**src/rtl/ksa_pkg.sv**
```systemverilog
// ksa_pkg: shared sizing helpers for the pipelined Kogge-Stone adder.
// ksa_levels(width) gives the prefix level count clog2(width); ksa_ranks gives the register rank count.
package ksa_pkg;
  function automatic int ksa_levels(input int width);
    return $clog2(width);
  endfunction
  function automatic int ksa_ranks(input int width, input int lvl_per_stg);
    return 1 + (ksa_levels(width) + lvl_per_stg - 1) / lvl_per_stg;
  endfunction
endpackage

```
**src/rtl/ksa_prefix_level.sv**
```systemverilog
// ksa_prefix_level: one combinational Kogge-Stone level at distance DIST.
// Ports: p_in/g_in group propagate/generate in, p_out/g_out combined out; positions below DIST pass through.
module ksa_prefix_level
  import ksa_pkg::*;
#(
  parameter int WIDTH = 32,
  parameter int DIST = 1
) (
  input  logic [WIDTH-1:0] p_in,
  input  logic [WIDTH-1:0] g_in,
  output logic [WIDTH-1:0] p_out,
  output logic [WIDTH-1:0] g_out
);
  localparam logic [WIDTH-1:0] LOW = {{(WIDTH-DIST){1'b0}}, {DIST{1'b1}}};
  assign g_out = g_in | (p_in & (g_in << DIST));
  assign p_out = p_in & ((p_in << DIST) | LOW);
endmodule

```
**src/rtl/ks_adder_pipe.sv**
```systemverilog
// ks_adder_pipe: pipelined Kogge-Stone adder/subtractor with valid/ready handshakes.
// Ports: clk; rst_n async active low; in_valid/in_ready with a, b, ci, sub (1: a + ~b + ci);
// out_valid/out_ready with s, co (true carry), ovf, zero. ovf/zero are built only when KSA_FLAGS_EN is defined.
module ks_adder_pipe
  import ksa_pkg::*;
#(
  parameter int WIDTH = 32,
  parameter int LVL_PER_STG = 2
) (
  input  logic             clk,
  input  logic             rst_n,
  input  logic             in_valid,
  output logic             in_ready,
  input  logic [WIDTH-1:0] a,
  input  logic [WIDTH-1:0] b,
  input  logic             ci,
  input  logic             sub,
  output logic             out_valid,
  input  logic             out_ready,
  output logic [WIDTH-1:0] s,
  output logic             co,
  output logic             ovf,
  output logic             zero
);
  localparam int L = ksa_levels(WIDTH);
  localparam int R = ksa_ranks(WIDTH, LVL_PER_STG);
  // gx/px are the prefix vectors shifted up one position so ci sits at index 0;
  // after all levels gx[i] is the carry into bit i. gt keeps g of the top bit for co.
  typedef struct packed {
    logic [WIDTH-1:0] p;
    logic [WIDTH-1:0] gx;
    logic [WIDTH-1:0] px;
    logic             gt;
`ifdef KSA_FLAGS_EN
    logic             sa;
    logic             sb;
`endif
  } rank_t;
  rank_t            q [R-1];
  rank_t            pre;
  logic [R-1:0]     v, ld;
  logic [WIDTH-1:0] bb, sum;
  logic [WIDTH-1:0] gi [L];
  logic [WIDTH-1:0] pi [L];
  logic [WIDTH-1:0] go [L];
  logic [WIDTH-1:0] po [L];
  logic             cout;
  always_comb begin
    bb = sub ? ~b : b;
    pre.p = a ^ bb;
    pre.gt = a[WIDTH-1] & bb[WIDTH-1];
    pre.gx = {a[WIDTH-2:0] & bb[WIDTH-2:0], ci};
    pre.px = {pre.p[WIDTH-2:0], 1'b0};
`ifdef KSA_FLAGS_EN
    pre.sa = a[WIDTH-1];
    pre.sb = bb[WIDTH-1];
`endif
  end
  // A rank loads unless it and every rank after it are full while the consumer stalls.
  for (genvar r = 0; r < R; r++) begin : g_ld
    assign ld[r] = out_ready | ~&v[R-1:r];
  end
  assign in_ready = ld[0];
  assign out_valid = v[R-1];
  always_ff @(posedge clk or negedge rst_n) begin
    if (!rst_n) v <= '0;
    else v <= (v & ~ld) | ({v[R-2:0], in_valid} & ld);
  end
  always_ff @(posedge clk) begin
    if (in_valid && ld[0]) q[0] <= pre;
    for (int r = 1; r < R - 1; r++) begin
      if (v[r-1] && ld[r]) begin
        q[r] <= q[r-1];
        q[r].gx <= go[r*LVL_PER_STG-1];
        q[r].px <= po[r*LVL_PER_STG-1];
      end
    end
  end
  for (genvar k = 0; k < L; k++) begin : g_lvl
    if (k % LVL_PER_STG == 0) begin : g_src
      assign gi[k] = q[k/LVL_PER_STG].gx;
      assign pi[k] = q[k/LVL_PER_STG].px;
    end else begin : g_chain
      assign gi[k] = go[k-1];
      assign pi[k] = po[k-1];
    end
    ksa_prefix_level #(.WIDTH(WIDTH), .DIST(1 << k)) u_lvl (
      .p_in(pi[k]),
      .g_in(gi[k]),
      .p_out(po[k]),
      .g_out(go[k])
    );
  end
  assign sum = q[R-2].p ^ go[L-1];
  assign cout = q[R-2].gt | (q[R-2].p[WIDTH-1] & go[L-1][WIDTH-1]);
  always_ff @(posedge clk or negedge rst_n) begin
    if (!rst_n) begin
      s <= '0;
      co <= 1'b0;
    end else if (v[R-2] && ld[R-1]) begin
      s <= sum;
      co <= cout;
    end
  end
`ifdef KSA_FLAGS_EN
  always_ff @(posedge clk or negedge rst_n) begin
    if (!rst_n) begin
      ovf <= 1'b0;
      zero <= 1'b0;
    end else if (v[R-2] && ld[R-1]) begin
      ovf <= (q[R-2].sa == q[R-2].sb) && (sum[WIDTH-1] != q[R-2].sa);
      zero <= ~|sum;
    end
  end
`else
  assign ovf = 1'b0;
  assign zero = 1'b0;
`endif
endmodule

```
**config.mk**
```make
export PLATFORM = sky130hd
export DESIGN_NAME = ks_adder_pipe
export DESIGN_NICKNAME = d
export VERILOG_FILES = /design/src/rtl/ksa_pkg.sv /design/src/rtl/ksa_prefix_level.sv /design/src/rtl/ks_adder_pipe.sv
export SDC_FILE = /design/constraint.sdc
export NUM_CORES = 1
export LEC_CHECK = 0
export ABC_AREA = 0
export CAP_MARGIN = 30
export CORE_ASPECT_RATIO = 2
export CORE_MARGIN = 1
export CORE_UTILIZATION = 53
export CTS_CLUSTER_SIZE = 28
export DETAILED_ROUTE_END_ITERATION = 10
export PLACE_DENSITY = 0.79
export SLEW_MARGIN = 20
export SYNTH_ARGS = -nofsm -noshare
export SYNTH_HDL_FRONTEND = slang
export SYNTH_SLANG_ARGS = --single-unit
```
**constraint.sdc**
```tcl
create_clock -name clk -period 8.2 [get_ports clk]
set_clock_uncertainty 0.1 [all_clocks]
set_input_delay 1.23 -clock clk [delete_from_list [all_inputs] [get_ports clk]]
set_output_delay 1.23 -clock clk [all_outputs]
set_load 0.05 [all_outputs]
```
# Word-level counts from Yosys, hierarchy flattened
# Memory sizes are Yosys's and may differ from the RTL's.
# Index checks and enable logic that the tools add are counted.
dict set report totals {
  regBits 37
  ram_bits 291
  rom_bits 0
  latchBits 0
  out_inout_bits 37
  wordCells 59
  in_bits 70
  mem_count 1
}
# memory words word_bits rd rd_clocked_by_memory_dff write_ports line_no
set mem_list {}
lappend mem_list {q 3 97 3 0 3 ks_adder_pipe.sv:39} ;# rank_t q [R-1];
dict set report op_classes {
  multipliers 0
  add_sub_neg 0
  reduce_logical 11
  n_eq_ne 0
  bitwise_logic 33
  shift 0
  magnitude_cmp 0
  n_mux 11
  div_mod_pow 0
}
# cell n
set op_table {}
lappend op_table {{32-bit AND} 9}
lappend op_table {{32-bit 2-to-1 mux} 5}
lappend op_table {{32-bit OR} 5}
lappend op_table {{32-bit XOR} 2}
lappend op_table {{32-bit inverter} 1}
lappend op_table {{31-bit AND} 1}
lappend op_table {{1-bit OR} 9}
lappend op_table {{4-bit AND} 2}
lappend op_table {{1-bit 2-to-1 mux} 6}
lappend op_table {{1-bit logical AND} 4}
lappend op_table {{1-bit logical NOT} 4}
lappend op_table {{4-bit inverter} 1}
lappend op_table {{4-bit OR} 1}
lappend op_table {{4-bit AND reduction} 1}
lappend op_table {{3-bit AND reduction} 1}
lappend op_table {{1-bit AND} 2}
lappend op_table {{2-bit AND reduction} 1}

# Longest topological paths before layout
# Gate-level depths: netlist (run 1).
dict set report logic_depth {
  word_depth 7
  ltp_mapped 4
}

# Cells and area by module
# Synthesis (run 1) repeated with hierarchy kept, for this count alone.
dict set report unflattened {
  hier_cells 770
  area_unflattened_um2 12624.6
}
# module instances cells_each area_per_inst_um2
set by_module_without_submodules {}
lappend by_module_without_submodules {ks_adder_pipe 1 450 10380.0}
lappend by_module_without_submodules {{ksa_prefix_level (g_lvl[4].u_lvl)} 1 64 462.9}
lappend by_module_without_submodules {{ksa_prefix_level (g_lvl[3].u_lvl)} 1 64 450.4}
lappend by_module_without_submodules {{ksa_prefix_level (g_lvl[2].u_lvl)} 1 64 445.4}
lappend by_module_without_submodules {{ksa_prefix_level (g_lvl[1].u_lvl)} 1 64 444.2}
lappend by_module_without_submodules {{ksa_prefix_level (g_lvl[0].u_lvl)} 1 64 441.7}

# Worst setup path before layout (run 1)
# OpenSTA, ideal clock, no wires.
dict set report synth_path {
  path_kind {input -> register}
  start {input port out_ready}
  end {memory q[2][0] (netlist bit) (enable)}
  path_buffers 0
  stages 2
  t_arrival_ns 7.299
  slack_ns 0.157
  cell_sequence {and2b_4 > a21boi_0}
}
# item line_no
set synth_rtl {}
lappend synth_rtl {{start, declared} ks_adder_pipe.sv:19} ;# input logic out_ready,
lappend synth_rtl {{end, declared} ks_adder_pipe.sv:39}

# Final worst setup path (run 1)
dict set report layout_path {
  start {input port out_ready}
  end {output port in_ready}
}
dict set report layout_via {
  elab_chain_cells 1
}
# item line_no
set layout_rtl {}
lappend layout_rtl {{1-bit OR} ks_adder_pipe.sv:61} ;# assign ld[r] = out_ready | ~&v[R-1:r];
lappend layout_rtl {{end, declared} ks_adder_pipe.sv:13} ;# output logic in_ready,
# No other way between the ends.

==> results.sh, run 1 <==
export IMPL_synthMuxAreaShare=0.0436
export IMPL_core_area_um2=20000
export IMPL_clockRootBuffer="clkbuf_16"
export IMPL_seq_area_frac_synth=0.747
export IMPL_critPathBufInv=2
export IMPL_grt_usage=0.192
export IMPL_synth_top_family_by_area="compound AO/OA/AOI/OAI gates"
export IMPL_initialDrtViolationCount=444
export IMPL_grt_pass1_wl_mm=30.0
export IMPL_gp_congestion=0.848
export IMPL_cts_sinks=276
export IMPL_switchingPower_w=0.00104
export IMPL_final_common_cell="edfxtp_1"
export IMPL_pwr_share_comb=0.204
export IMPL_avgSynthCellArea_um2=16.5
export IMPL_nets=885
export IMPL_p_leak_nw=4.77
export IMPL_synth_adder_area_share=0.0381
export IMPL_rsz0062_at_grt="no"
export IMPL_first_pass_iters=5
export IMPL_hp_class="flip-flop to flip-flop"
export IMPL_status="complete, no violations"
export IMPL_dieArea_um2=21100
export IMPL_worstPathRequired_ns=6.87
export IMPL_final_util=0.644
export IMPL_worst_pin_slew_ns=0.884
export IMPL_grt_pass1_vias=5759
export IMPL_cts_hold_buf=0
export IMPL_clk_pin_slew_ns=0.06
export IMPL_arrival_ns=2.89
export IMPL_cts_resized=0
export IMPL_antenna_found_initial=0
export IMPL_cpMostUsedCell="clkdlybuf4s50_1"
export IMPL_overflow=0
export IMPL_worst_setup_path_start_kind="primary input"
export IMPL_worstPathMaxFanout=4
export IMPL_most_common_layout_cells="edfxtp_1 (239), clkdlybuf4s50_1 (102), a21oi_1 (70)"
export IMPL_grt_max_degree=82
export IMPL_vias=5638
export IMPL_p_sw_frac=0.280
export IMPL_synth_simple_gate_area_frac=0.0433
export IMPL_fmax_mhz=237
export IMPL_rrSetupSlack_ns=6.05
export IMPL_syn2layout_area_growth_pct=18.8
export IMPL_worstPathCellList="clkdlybuf4s50_1 -> and2b_4 -> nand4_1 -> clkdlybuf4s50_1"
export IMPL_syn_cell_area_um2=10800
export IMPL_fin_crit_ns=4.22
export IMPL_syn_inst=657
export IMPL_ys_types=28
export IMPL_final_cells=1059
export IMPL_worst_slack_ns=3.98
export IMPL_drive_above_1_share=0.0954
export IMPL_synth_compound_gate_area_share=0.0657
export IMPL_hold_violations=0
export IMPL_clock_latency_ns=0.51
export IMPL_postPlaceCellArea_um2=12200
export IMPL_place_inst=1018
export IMPL_die_w_um=103
export IMPL_start_util=0.542
export IMPL_synth_xor_xnor_area_share=0.0509
export IMPL_design_area_um2=12900
export IMPL_critPathTopFamily="buffers and inverters"
export IMPL_num_rows=73
export IMPL_p_per_area_nw_per_um2=289
export IMPL_fin_crit_sh=0.515
export IMPL_setup_viol=0
export IMPL_cts_buffers=23
export IMPL_endpoint_kind="output pin"
export IMPL_fill_cells=1399
export IMPL_power_frac_seq=0.518
export IMPL_finalMaxSlewViolations=0
export IMPL_dp_hpwl_mm=14.6
export IMPL_ys_warn_count=0
export IMPL_pin_count=107
export IMPL_relSlewSlack=0.411
export IMPL_die_y_um=204
export IMPL_vdd_drop_max_v=0.000183
export IMPL_vias_per_cell=5.32
export IMPL_place_ws_ns=3.98
export IMPL_ant_nets=0
export IMPL_h_tree_depth=1
export IMPL_wl_mm=19.2
export IMPL_maxCapViolations=0
export IMPL_ys_ff_latch=276
export IMPL_post_drt_wl_per_cell_um=18.1
export IMPL_num_antenna_cells=0
export IMPL_postCtsSetupBuffers=0
export IMPL_path_class="primary input to output pin"
export IMPL_cts_tree="yes"
export IMPL_tns_ns=0
export IMPL_p_clk_frac=0.278
export IMPL_cpPeakStageDelay_ns=0.83
export IMPL_route_detailed_drc=0
export IMPL_cts_path_max_buffers=3
export IMPL_p_int_w=0.00268
export IMPL_cp_slowest_cell="clkdlybuf4s50_1"
export IMPL_io_buffers=104
-- synthesized netlist by cell type --
library cell / n / area share
dfrtp_1: 37 / 0.085
ha_1: 33 / 0.038
o21ai_0: 44 / 0.020
buf_4: 5 / 0.0035
a21o_1: 17 / 0.012
nand2_1: 54 / 0.019
nand2b_4: 1 / 0.0013
and2_1: 2 / 0.0012
nor2_1: 43 / 0.015
nand3_1: 1 / 0.00046
a21oi_1: 70 / 0.032
a31oi_1: 1 / 0.00058
buf_2: 1 / 0.00046
conb_1: 1 / 0.00035
a21boi_0: 1 / 0.00069
and4_1: 2 / 0.0016
buf_8: 1 / 0.0014
xnor2_1: 15 / 0.012
nand4_1: 1 / 0.00058
nand2_8: 1 / 0.0018
mux2_4: 30 / 0.042
edfxtp_1: 239 / 0.66
xor2_1: 48 / 0.039
nand2b_1: 2 / 0.0012
mux2_2: 2 / 0.0021
and2b_4: 1 / 0.00092
or2b_1: 1 / 0.00069
buf_12: 3 / 0.0055
-- metal layers --
layer  vias to the layer above  wire (um)  track usage
met5                         -          0            0
met4                         0        860       0.0996
met3                        45        676       0.0192
met2                       180      11100        0.366
met1                      2726       6600        0.200
li1                       2687          -            -
-- path summary, 6_finish.rpt --
check | startpoint | cells past startpoint | end
setup / recovery | out_ready | 4 | in_ready
hold / removal | q[1][95] | 0 | q[2][95]
setup reg to reg | flip-flop | 5 | q[1][94]
max in group asynchronous | rst_n | 1 | s[30]
hold reg to reg | q[1][95] | 0 | q[2][95]
min in group asynchronous | rst_n | 1 | asynchronous set/reset pin
-- registers in the layout (all words and copies together), names as in the netlist, named ones only --
register / cells
q: 239
s: 32
co: 1
-- stage by stage --
stage          power (W)  hold slack [ns]
5_1_grt          0.00386            0.319
2_1_floorplan    0.00244            0.300
6_report         0.00372            0.317
3_5_place_dp     0.00272            0.305
4_1_cts          0.00374            0.316
3_3_place_gp     0.00269            0.303
-- power groups by stage --
stage | sequential (W) | clock (W) | combinational [W]
after CTS | 0.00193 | 0.00105 | 0.000762
final | 0.00193 | 0.00103 | 0.000759
after global routing | 0.00195 | 0.00110 | 0.000809
after floorplan | 0.00216 | 0 | 0.000284
after detailed placement | 0.00196 | 0 | 0.000759
after global placement | 0.00195 | 0 | 0.000738
-- kinds of logic after synthesis --
logic type | count (synthesis)
fa+ha+maj | 33
flops | 276
buf+inv | 10
xor+xnor | 63
compound gates | 133
mux | 32
simple gates | 109
other cells | 1
-- cell type report --
cell class,instances,area (um2),area share
clock inverter,12,111,0.00864
tap,262,328,0.0254
multi-input combinational,372,2640,0.205
clock buffer,28,594,0.0461
sequential,276,8100,0.629
timing repair buffer,109,1110,0.0860
Power figures use the tool's default switching activity.
==> run 2, diff against run 1 <==
- clock period: 8.2 -> 3.95 ns (I/O delays scaled with it)
==> results.sh, run 2 (same netlist as run 1, synthesis figures left out) <==
export IMPL_overflow=0
export IMPL_vdd_drop_max_v=0.000385
export IMPL_drive_above_1_share=0.0990
export IMPL_fin_crit_sh=0.752
export IMPL_finalMaxSlewViolations=0
export IMPL_core_area_um2=20000
export IMPL_cts_tree="yes"
export IMPL_grt_usage=0.195
export IMPL_cpPeakStageDelay_ns=0.85
export IMPL_postCtsSetupBuffers=0
export IMPL_worstPathMaxFanout=4
export IMPL_worstPathCellList="clkdlybuf4s50_1 -> and2b_4 -> nand4_1 -> clkdlybuf4s50_1"
export IMPL_grt_pass1_vias=5784
export IMPL_arrival_ns=2.28
export IMPL_cts_path_max_buffers=3
export IMPL_h_tree_depth=1
export IMPL_tns_ns=0
export IMPL_most_common_layout_cells="edfxtp_1 (239), clkdlybuf4s50_1 (102), a21oi_1 (70)"
export IMPL_gp_congestion=0.831
export IMPL_critPathTopFamily="buffers and inverters"
export IMPL_num_antenna_cells=0
export IMPL_antenna_found_initial=0
export IMPL_route_detailed_drc=0
export IMPL_die_y_um=204
export IMPL_fin_crit_ns=2.97
export IMPL_hp_class="primary input to asynchronous set/reset pin"
export IMPL_postPlaceCellArea_um2=12200
export IMPL_status="complete, no violations"
export IMPL_worstPathRequired_ns=3.26
export IMPL_first_pass_iters=7
export IMPL_io_buffers=104
export IMPL_cts_resized=0
export IMPL_dp_hpwl_mm=14.8
export IMPL_fmax_mhz=336
export IMPL_cp_slowest_cell="clkdlybuf4s50_1"
export IMPL_post_drt_wl_per_cell_um=18.4
export IMPL_dieArea_um2=21100
export IMPL_rsz0062_at_grt="no"
export IMPL_final_util=0.649
export IMPL_grt_pass1_wl_mm=30.1
export IMPL_reg_top3="q x239, s x32, co x1"
export IMPL_largest_reg_flops=239
export IMPL_maxCapViolations=0
export IMPL_start_util=0.542
export IMPL_die_w_um=103
export IMPL_route_met2_wl_mm=11.4
export IMPL_vias_per_cell=5.25
export IMPL_wl_met3_um=585
export IMPL_p_total_w=0.00795
export IMPL_cts_sinks=276
export IMPL_vias=5566
export IMPL_final_common_cell="edfxtp_1"
export IMPL_worst_pin_slew_ns=0.848
export IMPL_grt_max_degree=66
export IMPL_pin_count=107
export IMPL_largest_register="q"
export IMPL_initialDrtViolationCount=235
export IMPL_clock_latency_ns=0.52
export IMPL_critPathBufInv=2
export IMPL_p_per_area_nw_per_um2=613
export IMPL_clockRootBuffer="clkbuf_16"
export IMPL_clk_pin_slew_ns=0.07
export IMPL_path_class="primary input to output pin"
export IMPL_worst_setup_path_start_kind="primary input"
export IMPL_design_area_um2=13000
export IMPL_cts_hold_buf=0
export IMPL_hold_violations=0
export IMPL_cts_buffers=23
export IMPL_num_rows=73
export IMPL_cpMostUsedCell="clkdlybuf4s50_1"
export IMPL_ant_nets=0
export IMPL_relSlewSlack=0.435
export IMPL_p_leak_nw=4.80
export IMPL_nets=884
export IMPL_syn2layout_area_growth_pct=19.7
export IMPL_endpoint_kind="output pin"
export IMPL_highest_layer="met4"
export IMPL_wl_mm=19.5
export IMPL_setup_viol=0
export IMPL_drt_met1_wl_mm=6.87
## run 2: power by group
group          switching [W]  internal [W]
Sequential          0.000277       0.00372
Clock               0.000986       0.00139
Combinational       0.000940      0.000635
## run 2: final timing paths
| path | from | to | depth (start not counted) | slack (ns) |
|---|---|---|---|---|
| max in group asynchronous | rst_n | s[29] | 1 | 3.14 |
| min in group clk | q[1][93] | q[2][93] | 0 | 0.32 |
| worst max-delay path | out_ready | in_ready | 4 | 0.98 |
| worst min-delay path | rst_n | s[31] | 1 | 0.06 |
| worst min register to register | q[1][93] | q[2][93] | 0 | 0.32 |
| worst max register to register | flip-flop | q[2][90] | 3 | 1.88 |
## run 2: worst register-to-register path, cell delays in order, from the launching register on
cell      delay [ns]
dfrtp_1         0.44
and2b_4         0.22
a21boi_4        0.59
buf_12          0.36
## run 2: per-stage QoR
| step | std cells | setup WS [ns] | hold WS, ns |
|---|---|---|---|
| 5_1_grt | 1060 | 0.951 | 0.132 |
| 3_5_place_dp | 1018 | 0.989 | 0.305 |
| 3_3_place_gp | 1018 | 1.04 | 0.304 |
| 6_report | 1060 | 0.978 | 0.0593 |
| 2_1_floorplan | 658 | 0.273 | 0.197 |
| 4_1_cts | 1060 | 0.981 | 0.0848 |
## run 2: layout make-up
class	instances	area, um2
multi-input cells	372	2640
repair buffers	108	1100
clock buffers	31	626
well taps	262	328
flip-flops and latches	276	8100
clock inverters	11	179
fillers	1385	7030
## run 2: per-layer routing
layer,GRT usage,vias to the layer above
met2,0.377,162
met3,0.0192,33
met5,0,-
met4,0.0840,0
met1,0.205,2681
li1,-,2690
